`src/rtl/inst_encoder_loader.sv`:
```
// inst_encoder_loader
//   Packs decoded RV32I fields into 32-bit instruction words and presents them,
//   tagged with a sequential byte address, on a write port for instruction BRAM.
//   Rejected requests (bad immediate, bad funct3, bad kind) are consumed, pulse
//   err_o and leave the address counter and word count untouched.
// Ports
//   clk, rst_n                  clock (rising edge), async active-low reset
//   start_i                     restart addressing at BASE_ADDR, clear word_cnt_o
//   in_valid_i / in_ready_o     input field handshake
//   kind_i, fn3_i, alt_i        instruction kind, funct3, alternate funct7
//   rd_i, rs1_i, rs2_i, imm_i   register indices and signed immediate
//   out_valid_o / out_ready_i   encoded word handshake
//   out_word_o, out_addr_o      encoded instruction and its byte address
//   out_we_o                    byte write enables (all set while a word is pending)
//   err_o, err_code_o           reject pulse and sticky reason (1 imm, 2 fn3, 3 kind)
//   word_cnt_o                  saturating count of emitted words since start_i
module inst_encoder_loader #(
  parameter int unsigned              ADDR_W      = 32,
  parameter logic [ADDR_W-1:0]        BASE_ADDR   = '0,
  parameter int unsigned              DEPTH_WORDS = 1024
) (
  input  logic              clk,
  input  logic              rst_n,
  input  logic              start_i,
  input  logic              in_valid_i,
  output logic              in_ready_o,
  input  logic [3:0]        kind_i,
  input  logic [2:0]        fn3_i,
  input  logic              alt_i,
  input  logic [4:0]        rd_i,
  input  logic [4:0]        rs1_i,
  input  logic [4:0]        rs2_i,
  input  logic [31:0]       imm_i,
  output logic              out_valid_o,
  input  logic              out_ready_i,
  output logic [31:0]       out_word_o,
  output logic [ADDR_W-1:0] out_addr_o,
  output logic [3:0]        out_we_o,
  output logic              err_o,
  output logic [1:0]        err_code_o,
  output logic [15:0]       word_cnt_o
);

  typedef enum logic [3:0] {
    KIND_R     = 4'd0,
    KIND_I     = 4'd1,
    KIND_LOAD  = 4'd2,
    KIND_S     = 4'd3,
    KIND_B     = 4'd4,
    KIND_LUI   = 4'd5,
    KIND_AUIPC = 4'd6,
    KIND_JAL   = 4'd7,
    KIND_JALR  = 4'd8
  } kind_e;

  localparam logic [6:0] OP_R     = 7'b0110011;
  localparam logic [6:0] OP_I     = 7'b0010011;
  localparam logic [6:0] OP_LOAD  = 7'b0000011;
  localparam logic [6:0] OP_S     = 7'b0100011;
  localparam logic [6:0] OP_B     = 7'b1100011;
  localparam logic [6:0] OP_LUI   = 7'b0110111;
  localparam logic [6:0] OP_AUIPC = 7'b0010111;
  localparam logic [6:0] OP_JAL   = 7'b1101111;
  localparam logic [6:0] OP_JALR  = 7'b1100111;

  localparam logic [ADDR_W-1:0] LAST_ADDR = BASE_ADDR + ADDR_W'(4 * (DEPTH_WORDS - 1));

  logic              out_valid_q, out_valid_d;
  logic [31:0]       out_word_q,  out_word_d;
  logic [ADDR_W-1:0] out_addr_q,  out_addr_d;
  logic [ADDR_W-1:0] addr_cnt_q,  addr_cnt_d;
  logic              err_q,       err_d;
  logic [1:0]        err_code_q,  err_code_d;
  logic [15:0]       word_cnt_q,  word_cnt_d;

  logic signed [31:0] imm_s;
  logic [6:0]         funct7;
  logic               imm12_ok, b_ok, j_ok, shamt_ok, u_ok;
  logic [31:0]        enc_word;
  logic [1:0]         enc_code;
  logic               accept, out_hs;
  logic [ADDR_W-1:0]  tag;

  assign imm_s    = imm_i;
  assign funct7   = alt_i ? 7'b0100000 : 7'b0000000;
  assign imm12_ok = (imm_s >= -2048) && (imm_s <= 2047);
  assign b_ok     = (imm_s >= -4096) && (imm_s <= 4094) && !imm_i[0];
  assign j_ok     = (imm_s >= -1048576) && (imm_s <= 1048574) && !imm_i[0];
  assign shamt_ok = (imm_i[31:5] == '0);
  assign u_ok     = (imm_i[11:0] == '0);

  // Encoder. Within each kind the funct3 check is applied after the range
  // check so the higher error code wins when both apply.
  always_comb begin
    enc_word = '0;
    enc_code = 2'd0;
    case (kind_i)
      KIND_R: enc_word = {funct7, rs2_i, rs1_i, fn3_i, rd_i, OP_R};
      KIND_I: begin
        if (fn3_i == 3'b001 || fn3_i == 3'b101) begin
          enc_word = {funct7, imm_i[4:0], rs1_i, fn3_i, rd_i, OP_I};
          if (!shamt_ok) enc_code = 2'd1;
        end else begin
          enc_word = {imm_i[11:0], rs1_i, fn3_i, rd_i, OP_I};
          if (!imm12_ok) enc_code = 2'd1;
          if (fn3_i == 3'b000 && alt_i) enc_code = 2'd2;
        end
      end
      KIND_LOAD: begin
        enc_word = {imm_i[11:0], rs1_i, fn3_i, rd_i, OP_LOAD};
        if (!imm12_ok) enc_code = 2'd1;
        if (fn3_i == 3'b011 || fn3_i == 3'b110 || fn3_i == 3'b111) enc_code = 2'd2;
      end
      KIND_S: begin
        enc_word = {imm_i[11:5], rs2_i, rs1_i, fn3_i, imm_i[4:0], OP_S};
        if (!imm12_ok) enc_code = 2'd1;
        if (fn3_i >= 3'b011) enc_code = 2'd2;
      end
      KIND_B: begin
        enc_word = {imm_i[12], imm_i[10:5], rs2_i, rs1_i, fn3_i, imm_i[4:1], imm_i[11], OP_B};
        if (!b_ok) enc_code = 2'd1;
        if (fn3_i == 3'b010 || fn3_i == 3'b011) enc_code = 2'd2;
      end
      KIND_LUI: begin
        enc_word = {imm_i[31:12], rd_i, OP_LUI};
        if (!u_ok) enc_code = 2'd1;
      end
      KIND_AUIPC: begin
        enc_word = {imm_i[31:12], rd_i, OP_AUIPC};
        if (!u_ok) enc_code = 2'd1;
      end
      KIND_JAL: begin
        enc_word = {imm_i[20], imm_i[10:1], imm_i[11], imm_i[19:12], rd_i, OP_JAL};
        if (!j_ok) enc_code = 2'd1;
      end
      KIND_JALR: begin
        enc_word = {imm_i[11:0], rs1_i, 3'b000, rd_i, OP_JALR};
        if (!imm12_ok) enc_code = 2'd1;
      end
      default: enc_code = 2'd3;
    endcase
  end

  assign in_ready_o = !out_valid_q || out_ready_i;
  assign accept     = in_valid_i && in_ready_o;
  assign out_hs     = out_valid_q && out_ready_i;
  // start_i overrides the counter for a word accepted in the same cycle.
  assign tag        = start_i ? BASE_ADDR : addr_cnt_q;

  always_comb begin
    out_valid_d = out_valid_q;
    out_word_d  = out_word_q;
    out_addr_d  = out_addr_q;
    addr_cnt_d  = start_i ? BASE_ADDR : addr_cnt_q;
    err_d       = 1'b0;
    err_code_d  = err_code_q;
    word_cnt_d  = word_cnt_q;

    if (out_hs) out_valid_d = 1'b0;

    if (accept) begin
      if (enc_code != 2'd0) begin
        err_d      = 1'b1;
        err_code_d = enc_code;
      end else begin
        out_valid_d = 1'b1;
        out_word_d  = enc_word;
        out_addr_d  = tag;
        addr_cnt_d  = (tag == LAST_ADDR) ? BASE_ADDR : tag + ADDR_W'(4);
      end
    end

    if (start_i)
      word_cnt_d = out_hs ? 16'd1 : '0;
    else if (out_hs && word_cnt_q != '1)
      word_cnt_d = word_cnt_q + 16'd1;
  end

  always_ff @(posedge clk or negedge rst_n) begin
    if (!rst_n) begin
      out_valid_q <= 1'b0;
      out_word_q  <= '0;
      out_addr_q  <= BASE_ADDR;
      addr_cnt_q  <= BASE_ADDR;
      err_q       <= 1'b0;
      err_code_q  <= '0;
      word_cnt_q  <= '0;
    end else begin
      out_valid_q <= out_valid_d;
      out_word_q  <= out_word_d;
      out_addr_q  <= out_addr_d;
      addr_cnt_q  <= addr_cnt_d;
      err_q       <= err_d;
      err_code_q  <= err_code_d;
      word_cnt_q  <= word_cnt_d;
    end
  end

  assign out_valid_o = out_valid_q;
  assign out_word_o  = out_word_q;
  assign out_addr_o  = out_addr_q;
  assign out_we_o    = out_valid_q ? 4'b1111 : 4'b0000;
  assign err_o       = err_q;
  assign err_code_o  = err_code_q;
  assign word_cnt_o  = word_cnt_q;

endmodule
```
`config.mk`:
```
export PLATFORM = sky130hd
export DESIGN_NAME = inst_encoder_loader
export DESIGN_NICKNAME = d
export VERILOG_FILES = /design/src/rtl/inst_encoder_loader.sv
export SDC_FILE = /design/constraint.sdc
export NUM_CORES = 1
export LEC_CHECK = 0
export ABC_AREA = 1
export BUFFER_PORTS_ARGS = -buffer_cell sky130_fd_sc_hd__buf_2
export CORE_ASPECT_RATIO = 0.75
export CORE_MARGIN = 4
export CORE_UTILIZATION = 45
export DETAILED_ROUTE_END_ITERATION = 16
export HOLD_SLACK_MARGIN = 0.1
export PLACE_DENSITY = 0.64
export SETUP_SLACK_MARGIN = 0.5
export SYNTH_ARGS = -nofsm -noshare
export SYNTH_HDL_FRONTEND = slang
export SYNTH_SLANG_ARGS = --single-unit
```
`constraint.sdc`:
```
create_clock -name clk -period 2.74 [get_ports clk]
set_clock_uncertainty 0.1 [all_clocks]
set_input_delay 0 -clock clk [delete_from_list [all_inputs] [get_ports clk]]
set_output_delay 0 -clock clk [all_outputs]
set_load 0.01 [all_outputs]
```
==> run summary <==
In this run, synthesis produced a sequential element count of 115. For this run, the top clock speed supported by timing is 460 MHz. Setup violations remaining at the end of the flow were counted as 0. The library cell contributing the largest single delay on the critical path is sky130_fd_sc_hd__dlygate4sd3_1.

In the routed layout, each cell is associated on average with a via count of 5.14. The repair_antennas step left the layout with diodes totalling 0. The worst register-to-register path has a depth of 7.

Yosys mapped a number of flops with a built-in enable equal to 0. The number of port buffers is 148. The launching element type of the critical path was a register. Synthesis produced a netlist with a net count of 1028. The combined global-route utilization of all metal layers is 0.257, and the power per cell area is 563 nW/um2. The multiplexer fraction of the synthesized cell area works out to 0. The logs give 0.975 for the routability-driven placement congestion ratio and 14.7 mm for the half-perimeter wire length of the detailed placement result. Of all cell types, the one taking the most synthesized area is sky130_fd_sc_hd__dfrtp_1. Clock latency on the worst-skew pair, taken at its later pin, is 0.41 ns.

CTS saw 115 sinks. The remaining global-route overflow is 0, and the largest net degree at the start of global routing is 92. In the synthesized netlist, the cells that appear most often are sky130_fd_sc_hd__nand2_1 (335), sky130_fd_sc_hd__dfrtp_1 (115), sky130_fd_sc_hd__nor2_1 (114), sky130_fd_sc_hd__inv_1 (101), sky130_fd_sc_hd__o21ai_1 (57). Met3 usage: 0.0633.

The share of the synthesized netlist area taken by xor and xnor gates works out to 0.0246. The hold-critical path depth was 6; the placeable core region was 14600 um2. After synthesis, the largest family of logic cells by area is simple AND/OR/NAND/NOR gates. Compared with the post-synthesis result, the final layout area differs by 34.8%. The share of the clock period used by the worst path after layout works out to 0.793. The floorplan step set the die width to 150 um.

The cell family with the largest share of critical-path delay was buffers and inverters. The type of the tightest min-delay check was primary input to register. In this run the vertical extent of the chip is 114 um.

The net count of the finished layout is 1253. The fraction of registers with async set/reset is 1.00. The run finished with clean final reports. In this run the deepest clock path goes through 2 buffers.

Adding up every negative setup slack in the final design gives 0 ns. The analysis attributes to cell leakage a power of 4.60 nW. Worst slew margin relative to its limit: 0.617.

Walking the worst path, the cells encountered are inv_1, nor2_2, dlygate4sd3_1, inv_1, nor4_1, xor2_1, o21ai_1. The complex-gate fraction of the synthesized area was 0.107. The cell count after synthesis came out at 966. The count of nets left with antenna violations once routing finished came out at 0. STA classifies the critical path endpoint as a register.

Together, buffers and inverters on the worst path number 3. For the pin with the worst max-slew slack, the measured transition is 0.571 ns. Cell with the most instances on the worst path: sky130_fd_sc_hd__inv_1.

The first global-routing pass estimated 35.1 mm of wire. The most crowded layer after global routing is met2. The synthesized area divided by synthesized cell count works out to 7.00 um2. The maximum net fanout on the critical path came out at 6. In this run the clock root is driven by a sky130_fd_sc_hd__clkbuf_16. The worst path required time came out at 2.91 ns. Setup repair after global routing left no endpoint under its margin. The worst-case IR drop observed on VDD is 415 uV. Dividing the detail-routed wire length by the instance count gives 15.3 um.

During I/O placement, the number of pins put on the boundary was 149. For this run, design rule violations remaining after detail routing come to 0. Sorting the synthesized cells by area gives the leading types as sky130_fd_sc_hd__dfrtp_1 (43%), sky130_fd_sc_hd__nand2_1 (19%), sky130_fd_sc_hd__nor2_1 (6.3%), sky130_fd_sc_hd__inv_1 (5.6%), sky130_fd_sc_hd__o21ai_1 (4.2%). Counting the fill cells in the layout gives 1329.

The number of H-tree levels is 4. After synthesis the cells add up to 6760 um2. The simple-gate area share of the yosys netlist came out at 0.345. Detailed routing inserted a total of 7220 vias. Across all register-to-register paths, the minimum setup slack is 0.57 ns. Sequential element share of the synthesized area: 0.426. The arithmetic-cell share of the synthesized area counting full adders, half adders and majority gates came out at 0.00370. For this run, the leading register cell type out of synthesis is sky130_fd_sc_hd__dfrtp_1. For the share of the core filled with cells in the final layout, the log shows 0.624. For this block, the routed nets add up to 21.4 mm of wire.

Area of the die: 17100 um2. The global-route track usage on met2 is 0.382. The netlist uses 42 different library cells. The fraction of final layout cells sized beyond drive strength 1 was 0.194; the number of core rows was 38.

The detailed-router iteration count before antenna repair was 5; the clock period minus worst slack was 2.17 ns. TritonCTS built the clock tree. The run gives 0 as the final number of hold-violating endpoints. Clock-pin slew was measured on the worst setup and hold paths at 0.06 ns. The run gives 0 as the warning count from the yosys run. The number of antenna violations at the first check in global routing is 0, and the count of final max-slew check failures is 0.

The DRC violation total after the first TritonRoute iteration was 603; the delay of the slowest cell on the worst path was 0.57 ns. The global routing met1 resource utilization came out at 0.375. The total stage count of the critical path is 7. The worst hold-check slack is 0.121 ns. The critical path is of the register to register type. The tool flagged a number of max-cap violations equal to 0. The starting density of the core is 0.463. By instance count, the leading cell after synthesis is sky130_fd_sc_hd__nand2_1. The tools report the critical path data arrival time as 2.35 ns. The run gives 6941 as the via count of the first global-routing pass. The number of buffers created by CTS is 17, and the share of the synthesized area in the top cell type is 0.426.
==> cell usage in the layout (no fill, tap or decap), types with 4 or more instances in the layout <==
cell type	instances
sky130_fd_sc_hd__nor2_4	6
sky130_fd_sc_hd__o21ai_1	60
sky130_fd_sc_hd__a21oi_1	13
sky130_fd_sc_hd__nand2_1	332
sky130_fd_sc_hd__nor2_1	109
sky130_fd_sc_hd__inv_1	98
sky130_fd_sc_hd__nand3_1	40
sky130_fd_sc_hd__dlygate4sd3_1	71
sky130_fd_sc_hd__buf_4	13
sky130_fd_sc_hd__nand2_2	4
sky130_fd_sc_hd__dfrtp_1	115
sky130_fd_sc_hd__inv_2	11
sky130_fd_sc_hd__o21ai_0	41
sky130_fd_sc_hd__nor3_1	25
sky130_fd_sc_hd__xor2_1	16
sky130_fd_sc_hd__nor2_2	7
sky130_fd_sc_hd__nand4_1	15
sky130_fd_sc_hd__nor4_1	6
sky130_fd_sc_hd__bufinv_16	4
sky130_fd_sc_hd__a22oi_1	5
sky130_fd_sc_hd__buf_2	147
sky130_fd_sc_hd__clkbuf_16	17
==> path summary, 6_finish.rpt <==
| path | from | end |
|---|---|---|
| worst min-delay path | start_i | word_cnt_o[0]$_DFFE_PN0P_ |
| max in group asynchronous | rst_n | addr_cnt_q[14]$_DFF_PN0_ |
| worst min register to register | err_code_o[1]$_DFFE_PN0P_ | err_code_o[1]$_DFFE_PN0P_ |
| min in group asynchronous | rst_n | out_word_o[17]$_DFFE_PN0P_ |
| worst max-delay path | addr_cnt_q[2]$_DFF_PN0_ | addr_cnt_q[27]$_DFF_PN0_ |
| worst max register to register | addr_cnt_q[2]$_DFF_PN0_ | addr_cnt_q[27]$_DFF_PN0_ |
==> area by class of cell <==
cell class | instances | area, um2 | share of cell area
sequential | 115 | 2880 | 0.316
timing repair buffer | 236 | 1650 | 0.181
clock buffer | 17 | 425 | 0.0467
clock inverter | 15 | 205 | 0.0225
multi-input combinational | 712 | 3300 | 0.362
inverter | 109 | 409 | 0.0449
tap | 200 | 250 | 0.0275
==> flip-flops by register name (all words and copies together), names as in the netlist <==
register and flops:
out_valid_o 1, addr_cnt_q 32, out_word_o 31, word_cnt_o 16, out_addr_o 32, err_code_o 2
err_o 1
==> worst min-delay path, delay by kind of cell <==
family,cells,cell delay (ns)
buffers and inverters,3,0.39
AO/OA/AOI/OAI,2,0.14
AND/OR/NAND/NOR,1,0.06
==> metrics by stage <==
step / cell area, um2 / cells / total power, mW / worst slack, ns
detailed placement: 7650 / 1295 / 2.64 / 0.350
floorplan: 6760 / 966 / 2.32 / 0.791
finish: 9110 / 1404 / 5.13 / 0.568
CTS: 9040 / 1402 / 5.15 / 0.500
global route: 9110 / 1404 / 5.36 / 0.478
global placement: 7650 / 1295 / 2.64 / 0.342
==> per-layer routing <==
metal	wire [um]	part of all wire	vias to the layer above
li1	-	-	3538
met1	10000	0.47	3275
met2	8950	0.42	365
met3	2060	0.096	42
met4	374	0.017	0
met5	0	0	-
==> cells by family (layout without fill, tap and decap cells) <==
kind of cell               Yosys count  count (layout)
DFF                                115             115
AOI/OAI and AO/OA                  134             134
buffers and inverters              139             377
adders and majority gates            2               2
xor gates and xnor gates            19              19
and+or+nand+nor                    557             557
==> report_power, final <==
group	switching [mW]	leakage, nW	internal (mW)
registers	0.0712	1.56	1.83
clock network	0.865	0.300	1.53
logic	0.490	2.74	0.340
==> timing repair <==
item	CTS	global route
hold endpoints to repair	159	0
pin swaps	2	2
endpoints found under the setup margin	8	79
buffers inserted	3	2
hold buffers	72	0
gates resized for setup	0	22
No activity file was read; power rests on OpenSTA's default activity.
